===== src/rtl/lcd_pkg.sv =====
// rtl/lcd_pkg.sv - shared encodings and default timing for the LCD bus controllers
package lcd_pkg;

    typedef enum logic [2:0] {
        ST_IDLE   = 3'd0,
        ST_SETUP  = 3'd1,
        ST_E_HIGH = 3'd2,
        ST_E_LOW  = 3'd3,
        ST_CHECK  = 3'd4,
        ST_RESULT = 3'd5
    } lcd_rd_state_e;

    localparam int T_AS_DEF      = 3;
    localparam int T_EH_DEF      = 25;
    localparam int T_EL_DEF      = 25;
    localparam int MAX_POLLS_DEF = 255;

    // Delay counter width; every timing constant must fit below 2**DLY_W.
    localparam int DLY_W = 8;

    localparam logic RS_INSTR = 1'b0;
    localparam logic RS_DATA  = 1'b1;

    localparam int BF_BIT = 7;

endpackage


===== src/rtl/lcd_delay_counter.sv =====
// rtl/lcd_delay_counter.sv - loadable down-counter used to time LCD bus phases
module lcd_delay_counter #(
    parameter int WIDTH = 8
) (
    input  logic             clk_i,
    input  logic             rst_i,
    input  logic             load_i,
    input  logic [WIDTH-1:0] load_val_i,
    input  logic             en_i,
    output logic             zero_o
);

    logic [WIDTH-1:0] cnt_q;

    // Load wins over counting; the count parks at zero until reloaded.
    always_ff @(posedge clk_i or posedge rst_i) begin
        if (rst_i) begin
            cnt_q <= '0;
        end else if (load_i) begin
            cnt_q <= load_val_i;
        end else if (en_i && (cnt_q != '0)) begin
            cnt_q <= cnt_q - 1'b1;
        end
    end

    assign zero_o = (cnt_q == '0);

endmodule


===== src/rtl/lcd_read_fsm.sv =====
// rtl/lcd_read_fsm.sv - timed HD44780 read cycles with optional busy-flag polling
module lcd_read_fsm
    import lcd_pkg::*;
#(
    parameter int T_AS      = T_AS_DEF,
    parameter int T_EH      = T_EH_DEF,
    parameter int T_EL      = T_EL_DEF,
    parameter int MAX_POLLS = MAX_POLLS_DEF
) (
    input  logic       clk,
    input  logic       reset,
    input  logic       start,
    input  logic       rs_sel,
    input  logic       busy_poll,
    input  logic [7:0] lcd_db_in,
    output logic       lcd_rs,
    output logic       lcd_rw,
    output logic       lcd_e,
    output logic       rd_active,
    output logic [7:0] rd_data,
    output logic       busy_flag,
    output logic [6:0] addr_cnt,
    output logic       valid,
    output logic       timeout,
    output logic       done
);

    // The counter loads N-1 so a phase lasts exactly N cycles.
    localparam logic [DLY_W-1:0] LD_AS = DLY_W'(T_AS - 1);
    localparam logic [DLY_W-1:0] LD_EH = DLY_W'(T_EH - 1);
    localparam logic [DLY_W-1:0] LD_EL = DLY_W'(T_EL - 1);
    localparam logic [7:0]       MAX_P = 8'(MAX_POLLS);

    lcd_rd_state_e    state_q, state_d;
    logic             rs_lat_q, rs_lat_d;
    logic             poll_lat_q, poll_lat_d;
    logic [7:0]       poll_cnt_q, poll_cnt_d;
    logic [7:0]       rd_data_q, rd_data_d;
    logic             bf_q, bf_d;
    logic [6:0]       ac_q, ac_d;
    logic             timeout_q, timeout_d;
    logic             rs_q, rs_d;
    logic             rw_q, rw_d;
    logic             e_q, e_d;
    logic             active_q, active_d;
    logic             valid_q, valid_d;
    logic             done_q, done_d;
    logic             polling;
    logic             dly_load, dly_en, dly_zero;
    logic [DLY_W-1:0] dly_val;

    lcd_delay_counter #(
        .WIDTH(DLY_W)
    ) u_dly (
        .clk_i      (clk),
        .rst_i      (reset),
        .load_i     (dly_load),
        .load_val_i (dly_val),
        .en_i       (dly_en),
        .zero_o     (dly_zero)
    );

    // Busy polling only makes sense on instruction-register reads.
    assign polling = poll_lat_q && (rs_lat_q == RS_INSTR);

    // Next-state logic; bus outputs are derived from the next state so they are registered.
    always_comb begin
        state_d    = state_q;
        rs_lat_d   = rs_lat_q;
        poll_lat_d = poll_lat_q;
        poll_cnt_d = poll_cnt_q;
        rd_data_d  = rd_data_q;
        bf_d       = bf_q;
        ac_d       = ac_q;
        timeout_d  = timeout_q;
        dly_load   = 1'b0;
        dly_en     = 1'b0;
        dly_val    = '0;
        case (state_q)
            ST_IDLE: begin
                if (start) begin
                    rs_lat_d   = rs_sel;
                    poll_lat_d = busy_poll;
                    poll_cnt_d = '0;
                    timeout_d  = 1'b0;
                    dly_load   = 1'b1;
                    dly_val    = LD_AS;
                    state_d    = ST_SETUP;
                end
            end
            ST_SETUP: begin
                dly_en = 1'b1;
                if (dly_zero) begin
                    dly_load = 1'b1;
                    dly_val  = LD_EH;
                    state_d  = ST_E_HIGH;
                end
            end
            ST_E_HIGH: begin
                dly_en = 1'b1;
                if (dly_zero) begin
                    rd_data_d  = lcd_db_in;
                    poll_cnt_d = poll_cnt_q + 8'd1;
                    dly_load   = 1'b1;
                    dly_val    = LD_EL;
                    state_d    = ST_E_LOW;
                end
            end
            ST_E_LOW: begin
                dly_en = 1'b1;
                if (dly_zero) begin
                    state_d = ST_CHECK;
                end
            end
            ST_CHECK: begin
                if (polling && rd_data_q[BF_BIT] && (poll_cnt_q < MAX_P)) begin
                    dly_load = 1'b1;
                    dly_val  = LD_AS;
                    state_d  = ST_SETUP;
                end else begin
                    timeout_d = polling && rd_data_q[BF_BIT];
                    if (rs_lat_q == RS_INSTR) begin
                        bf_d = rd_data_q[BF_BIT];
                        ac_d = rd_data_q[6:0];
                    end
                    state_d = ST_RESULT;
                end
            end
            ST_RESULT: begin
                state_d = ST_IDLE;
            end
            default: begin
                state_d = ST_IDLE;
            end
        endcase

        e_d      = (state_d == ST_E_HIGH);
        rw_d     = (state_d != ST_IDLE);
        active_d = (state_d != ST_IDLE);
        done_d   = (state_d == ST_IDLE);
        valid_d  = (state_d == ST_RESULT);
        rs_d     = (state_d == ST_IDLE) ? RS_INSTR : rs_lat_d;
    end

    // State and output registers; reset drops E and RW immediately.
    always_ff @(posedge clk or posedge reset) begin
        if (reset) begin
            state_q    <= ST_IDLE;
            rs_lat_q   <= RS_INSTR;
            poll_lat_q <= 1'b0;
            poll_cnt_q <= '0;
            rd_data_q  <= '0;
            bf_q       <= 1'b0;
            ac_q       <= '0;
            timeout_q  <= 1'b0;
            rs_q       <= 1'b0;
            rw_q       <= 1'b0;
            e_q        <= 1'b0;
            active_q   <= 1'b0;
            valid_q    <= 1'b0;
            done_q     <= 1'b1;
        end else begin
            state_q    <= state_d;
            rs_lat_q   <= rs_lat_d;
            poll_lat_q <= poll_lat_d;
            poll_cnt_q <= poll_cnt_d;
            rd_data_q  <= rd_data_d;
            bf_q       <= bf_d;
            ac_q       <= ac_d;
            timeout_q  <= timeout_d;
            rs_q       <= rs_d;
            rw_q       <= rw_d;
            e_q        <= e_d;
            active_q   <= active_d;
            valid_q    <= valid_d;
            done_q     <= done_d;
        end
    end

    assign lcd_rs    = rs_q;
    assign lcd_rw    = rw_q;
    assign lcd_e     = e_q;
    assign rd_active = active_q;
    assign rd_data   = rd_data_q;
    assign busy_flag = bf_q;
    assign addr_cnt  = ac_q;
    assign valid     = valid_q;
    assign timeout   = timeout_q;
    assign done      = done_q;

endmodule


===== config.mk =====
export PLATFORM = sky130hd
export DESIGN_NAME = lcd_read_fsm
export DESIGN_NICKNAME = d
export VERILOG_FILES = /design/src/rtl/lcd_pkg.sv /design/src/rtl/lcd_delay_counter.sv /design/src/rtl/lcd_read_fsm.sv
export SDC_FILE = /design/constraint.sdc
export NUM_CORES = 1
export LEC_CHECK = 0
export CORE_AREA = 3 3 47 92
export DETAILED_ROUTE_END_ITERATION = 16
export DIE_AREA = 0 0 50 95
export HOLD_SLACK_MARGIN = 0.06
export PLACE_DENSITY = 0.84
export SETUP_SLACK_MARGIN = 0.5
export SYNTH_ARGS = -nofsm -noshare
export SYNTH_HDL_FRONTEND = slang
export SYNTH_SLANG_ARGS = --single-unit

===== constraint.sdc =====
create_clock -name clk -period 5.6 [get_ports clk]
set_input_delay 1.68 -clock clk [delete_from_list [all_inputs] [get_ports clk]]
set_output_delay 1.68 -clock clk [all_outputs]
set_load 0.05 [all_outputs]

; Yosys cells after proc, flatten, opt, wreduce, memory -nomap -nowiden
; Cells that the tools add are included.
[word_totals]
regBits = 43
inputBits = 13
out_inout_bits = 23
wordCells = 73
[classes]
n_addsub = 2
order_cmp = 1
n_eq_ne = 9
mux = 26
bitwise_logic = 2
n_reduce_logical = 19
[ops]
columns = operator, count
row1 = 8-bit two-way mux, 4
row2 = 8-bit one-hot mux with 2 select lines, 1
row3 = 3-bit two-way mux, 5
row4 = 3-bit one-hot mux with 5 select lines, 1
row5 = 5-bit one-hot mux with 3 select lines, 1
row6 = "3-bit by 2-bit equality test with 1-bit output, second input constant", 3
row7 = 1-bit two-way mux, 9
row8 = 3-bit AND reduction, 3
row9 = "8-bit by 1-bit adder with 8-bit output, second input constant", 1
row10 = 8-bit logical NOT, 1
row11 = "8-bit < comparator, second input constant", 1
row12 = 8-bit nonzero test, 1
row13 = "8-bit by 1-bit subtractor with 8-bit output, second input constant", 1
row14 = "3-bit equality test, second input constant", 2
row15 = 3-bit logical NOT, 2
row16 = "2-bit inequality test, second input constant", 3
row17 = 2-bit nonzero test, 3
row18 = 5-bit two-way mux, 1
row19 = 1-bit logical AND, 4
row20 = 2-bit two-way mux, 2
row21 = 2-bit AND reduction, 2
row22 = "3-bit by 1-bit equality test with 1-bit output, second input constant", 1
row23 = 1-bit one-hot mux with 3 select lines, 1
row24 = 3-bit nonzero test, 1
row25 = other kinds (4), 5

; Logic depth before layout (Yosys ltp)
[depth]
depth_word = 8
ltp_mapped = 7
depth_no_buf = 6

; Hierarchy
; From an unflattened synthesis, not the netlist that was laid out.
[hier_totals]
cells_unflattened = 183
area_unflattened_um2 = 2093.3
[modules_own_cells]
columns = mod, n_inst, cells_per_inst, area_per_inst_um2, seq_area_each_um2
row1 = lcd_read_fsm, 1, 130, 1597.8, 877.1
row2 = lcd_delay_counter, 1, 53, 495.5, 200.2

; Least setup slack after synthesis
; No wires, ideal clock.
[synth_path]
path_type = input-to-reg
start = input port start
end = register rs_q, in the netlist lcd_rs
setup_time_ns = 0.118
arrival_ns = 2.680
required_ns = 5.482
setup_slack_ns = 2.803
cell_stages = 3
path_buffers = 0
cell_sequence = nor4b_2 -> mux2_2 -> nor2b_1
[synth_via]
word_cells_on_any_way = 6
cone_classes = mux (5) / reduce/logical (1)
[synth_rtl]
columns = item, line
row1 = start: declaration, lcd_read_fsm.sv:12  ; input logic start,
row2 = 1-bit two-way mux, lcd_read_fsm.sv:81  ; if (start) begin
row3 = 1-bit two-way mux, lcd_read_fsm.sv:79  ; case (state_q)
row4 = named net rs_lat_d, lcd_read_fsm.sv:35  ; logic rs_lat_q, rs_lat_d;
row5 = 1-bit two-way mux, lcd_read_fsm.sv:142  ; rs_d = (state_d == ST_IDLE) ? RS_INSTR : rs_lat_d;
row6 = named net rs_d, lcd_read_fsm.sv:42  ; logic rs_q, rs_d;
row7 = end signal: assignment, lcd_read_fsm.sv:171  ; rs_q <= rs_d;
row8 = end: declaration, lcd_read_fsm.sv:42
; The timed path passes the listed nets, and every way through them passes these cells.
; A chain may end at the register's enable or synchronous reset.

; Final worst setup path
[layout_path]
start = register done_q, in the netlist done
end = output port done
[layout_rtl]
columns = item, line
row1 = start: declaration, lcd_read_fsm.sv:47  ; logic done_q, done_d;
row2 = start signal: assignment, lcd_read_fsm.sv:176  ; done_q <= done_d;
row3 = end: declaration, lcd_read_fsm.sv:25  ; output logic done
; No word-level cell between the ends.

==> results.py <==
metrics = {
    "setup_path": {
        "path_max_fanout": 1,
        "endpoint_kind": "primary output",
        "arrival_ns": 1.59,
        "cp_top_family": "buffers and inverters",
        "slowest_delay_ns": 0.79,
        "critPathKind": "flop to primary output",
        "startpoint_type": "flop",
        "critPathBufInv": 1,
        "slowest_stage": "clkdlybuf4s50_1",
        "cp_data_required_time_ns": 3.92,
        "cp_cell_sequence": "clkdlybuf4s50_1",
    },
    "clock_tree": {
        "hold_buffers": 0,
        "clock_path_buffers": 2,
        "root_buffer": "clkbuf_8",
        "numClockSinks": 43,
        "cts_resized": 0,
        "clk_transition_reported_paths_ns": 0.07,
        "clock_latency_ns": 0.30,
        "cts_made_buffers": 5,
        "cts_tree": "built",
        "cts.htree.levels": 2,
        "post_cts_buffers": 0,
    },
    "detailed_routing": {
        "finalWirelength_mm": 4.15,
        "drc_errors": 0,
        "drt-initial-drc-count": 33,
        "viasPerCell": 5.56,
        "dr.pass1.iters": 4,
        "drtAntennaViolNets": 0,
        "dr_total_vias": 1490,
        "wl_per_cell_um": 15.5,
    },
    "die": {
        "io_pins": 36,
        "die_x_um": 50,
        "die_area_um2": 4750,
        "dieHeight_um": 95,
        "rows": 31,
        "start_util": 0.553,
        "core_area_um2": 3680,
    },
    "layout": {
        "synthToLayoutAreaGrowth_pct": 23.0,
        "fin_nets": 234,
        "num_antenna_cells": 0,
        "fin_cells": 268,
        "drive_gt1_frac": 0.123,
        "fillers": 279,
    },
    "timing": {
        "setup_slack_ns": 2.33,
        "skew_ns": 0.00780,
        "rsz0062_at_grt": "no",
        "hold_viol": 0,
        "finalMaxSlewViolations": 0,
        "fmax_ghz": 0.306,
        "slew-limit-headroom": 0.471,
        "setup-tns-final_ns": 0,
        "worstMarginPinSlew_ns": 0.791,
        "finalCritPeriodShare": 0.584,
        "setup_viol": 0,
        "period_needed_ns": 3.27,
    },
    "logic_synthesis": {
        "netlist_area_um2": 2040,
        "synth_area_leader_cell": "dfrtp_1",
        "synth.yosys.seq_area_share": 0.528,
        "synth_cell_types": 52,
        "synthCells": 182,
        "synth_ff_type": "dfrtp_1",
        "syn_area_per_cell_um2": 11.2,
        "synth-edff-count": 0,
        "async_flop_share": 1.00,
        "yosys-top-cells-area": "dfrtp_1 (52%), mux2_2 (6.1%), mux2_1 (3.3%)",
        "synth_top_area_frac": 0.515,
        "yosysWarnings": 0,
        "synth_nets": 197,
        "synth_seq_cells": 43,
    },
    "grt": {
        "gr-usage-all-layers": 0.200,
        "use_met2": 0.367,
        "grt_pass1_vias": 1557,
        "antenna_found_initial": 0,
        "busiest_layer": "met2",
        "use_met1": 0.202,
        "grt_max_degree": 44,
        "grt_pass1_wl_mm": 7.15,
        "overflow": 0,
        "met3_usage": 0.0379,
    },
    "power_and_ir_drop": {
        "powerDensity_nw_per_um2": 479,
        "vdd_drop_max_mv": 0.302,
        "power.total_uw": 1200,
        "p_leak_uw": 0.00106,
    },
    "place": {
        "hpwl_mm": 3.11,
        "gp_congestion": 0.780,
        "placedCellCount": 261,
        "pre_cts_ws_ns": 2.08,
        "port_buffers": 35,
    },
    "min_path": {
        "hp-class": "flop to flop",
    },
    "run": {
        "drv_cap": 0,
    },
    "status": {
        "status": "completed",
    },
}
## state kept, by name, indices dropped and copies added, names as in the netlist
register / flops
lcd_rs: 1
rd_active: 1
poll_lat_q: 1
timeout: 1
u_dly.cnt_q: 8
busy_flag: 1
done: 1
lcd_e: 1
poll_cnt_q: 8
state_q: 3
addr_cnt: 7
rs_lat_q: 1
valid: 1
rd_data: 8
## layout make-up
type                            instances  area [um^2]  share of cell area
Sequential cell                        43         1080               0.429
Multi-Input combinational cell        127          887               0.354
Timing Repair Buffer                   36          358               0.143
Clock buffer                            6         72.6              0.0289
Tap cell                               49         61.3              0.0244
Clock inverter                          1         30.0              0.0120
Inverter                                6         22.5             0.00898
## report_power, final
| part | switching (uW) | internal [uW] | total, uW |
|---|---|---|---|
| clock network | 98.1 | 131 | 229 |
| registers | 104 | 400 | 503 |
| logic | 276 | 194 | 470 |
## placed cells by master, fill, tap and decap left out, drive strengths merged, types with 2 or more instances in the layout
master	n
ha	2
a21oi	13
or3b	2
nand2	10
o21ai	10
dfrtp	42
nand3b	3
nor4	3
nand4	4
clkbuf	6
nand3	7
mux2	17
nor3b	2
nor2	15
nor3	3
o211ai	2
xor2	2
or3	5
nor2b	3
clkdlybuf4s50	35
xnor2	3
o21bai	2
or4	2
inv	6
## metrics by stage
step | utilization | instance area, um^2 | hold WS, ns
after floorplan | - | 2040 | 0.454
after global placement | 0.653 | 2410 | 0.484
after detailed placement | 0.653 | 2410 | 0.495
after CTS | 0.681 | 2510 | 0.512
after global routing | 0.681 | 2510 | 0.522
final | 0.681 | 2510 | 0.504
## Yosys cell counts, types with 2 or more instances
cell      number
o21bai_1       2
mux2_2        11
nand4_1        4
nor3_1         3
a21oi_1       13
xor2_1         2
nor4_1         2
nand3b_1       3
nor2b_1        3
inv_1          6
nand2_1       10
or3_1          4
nand3_1        7
ha_1           2
buf_4          2
nor2_1        15
dfrtp_1       42
xnor2_1        3
o21ai_0       10
mux2_1         6
## cells by family (layout without fill, tap and decap cells)
kind of cell,count (synthesis),after routing,synth area share
adder cells (fa/ha/maj),2,2,0.0123
AO/OA/AOI/OAI,36,36,0.109
multiplexers,18,18,0.0988
XOR/XNOR,5,5,0.0215
flip-flops,43,43,0.528
buffers and inverters,12,49,0.0368
AND/OR/NAND/NOR,66,66,0.193
## routing by layer
layer / share of wire / up-vias
met3: 0.031 / 11
met2: 0.58 / 30
met1: 0.36 / 718
met4: 0.030 / 0
li1: - / 731
met5: 0 / -
## final timing paths
check                       startpoint             to  slack, ns  cells past startpoint
min in group asynchronous        reset  poll_cnt_q[5]       1.81                      3
max in group asynchronous        reset           done       3.40                      3
hold / removal             addr_cnt[2]    addr_cnt[2]       0.50                      1
setup / recovery                  done           done       2.33                      1
setup reg to reg            state_q[1]  poll_cnt_q[6]       3.11                      4
hold reg to reg            addr_cnt[2]    addr_cnt[2]       0.50                      1
Note: power is estimated with default switching activity, not from simulation.
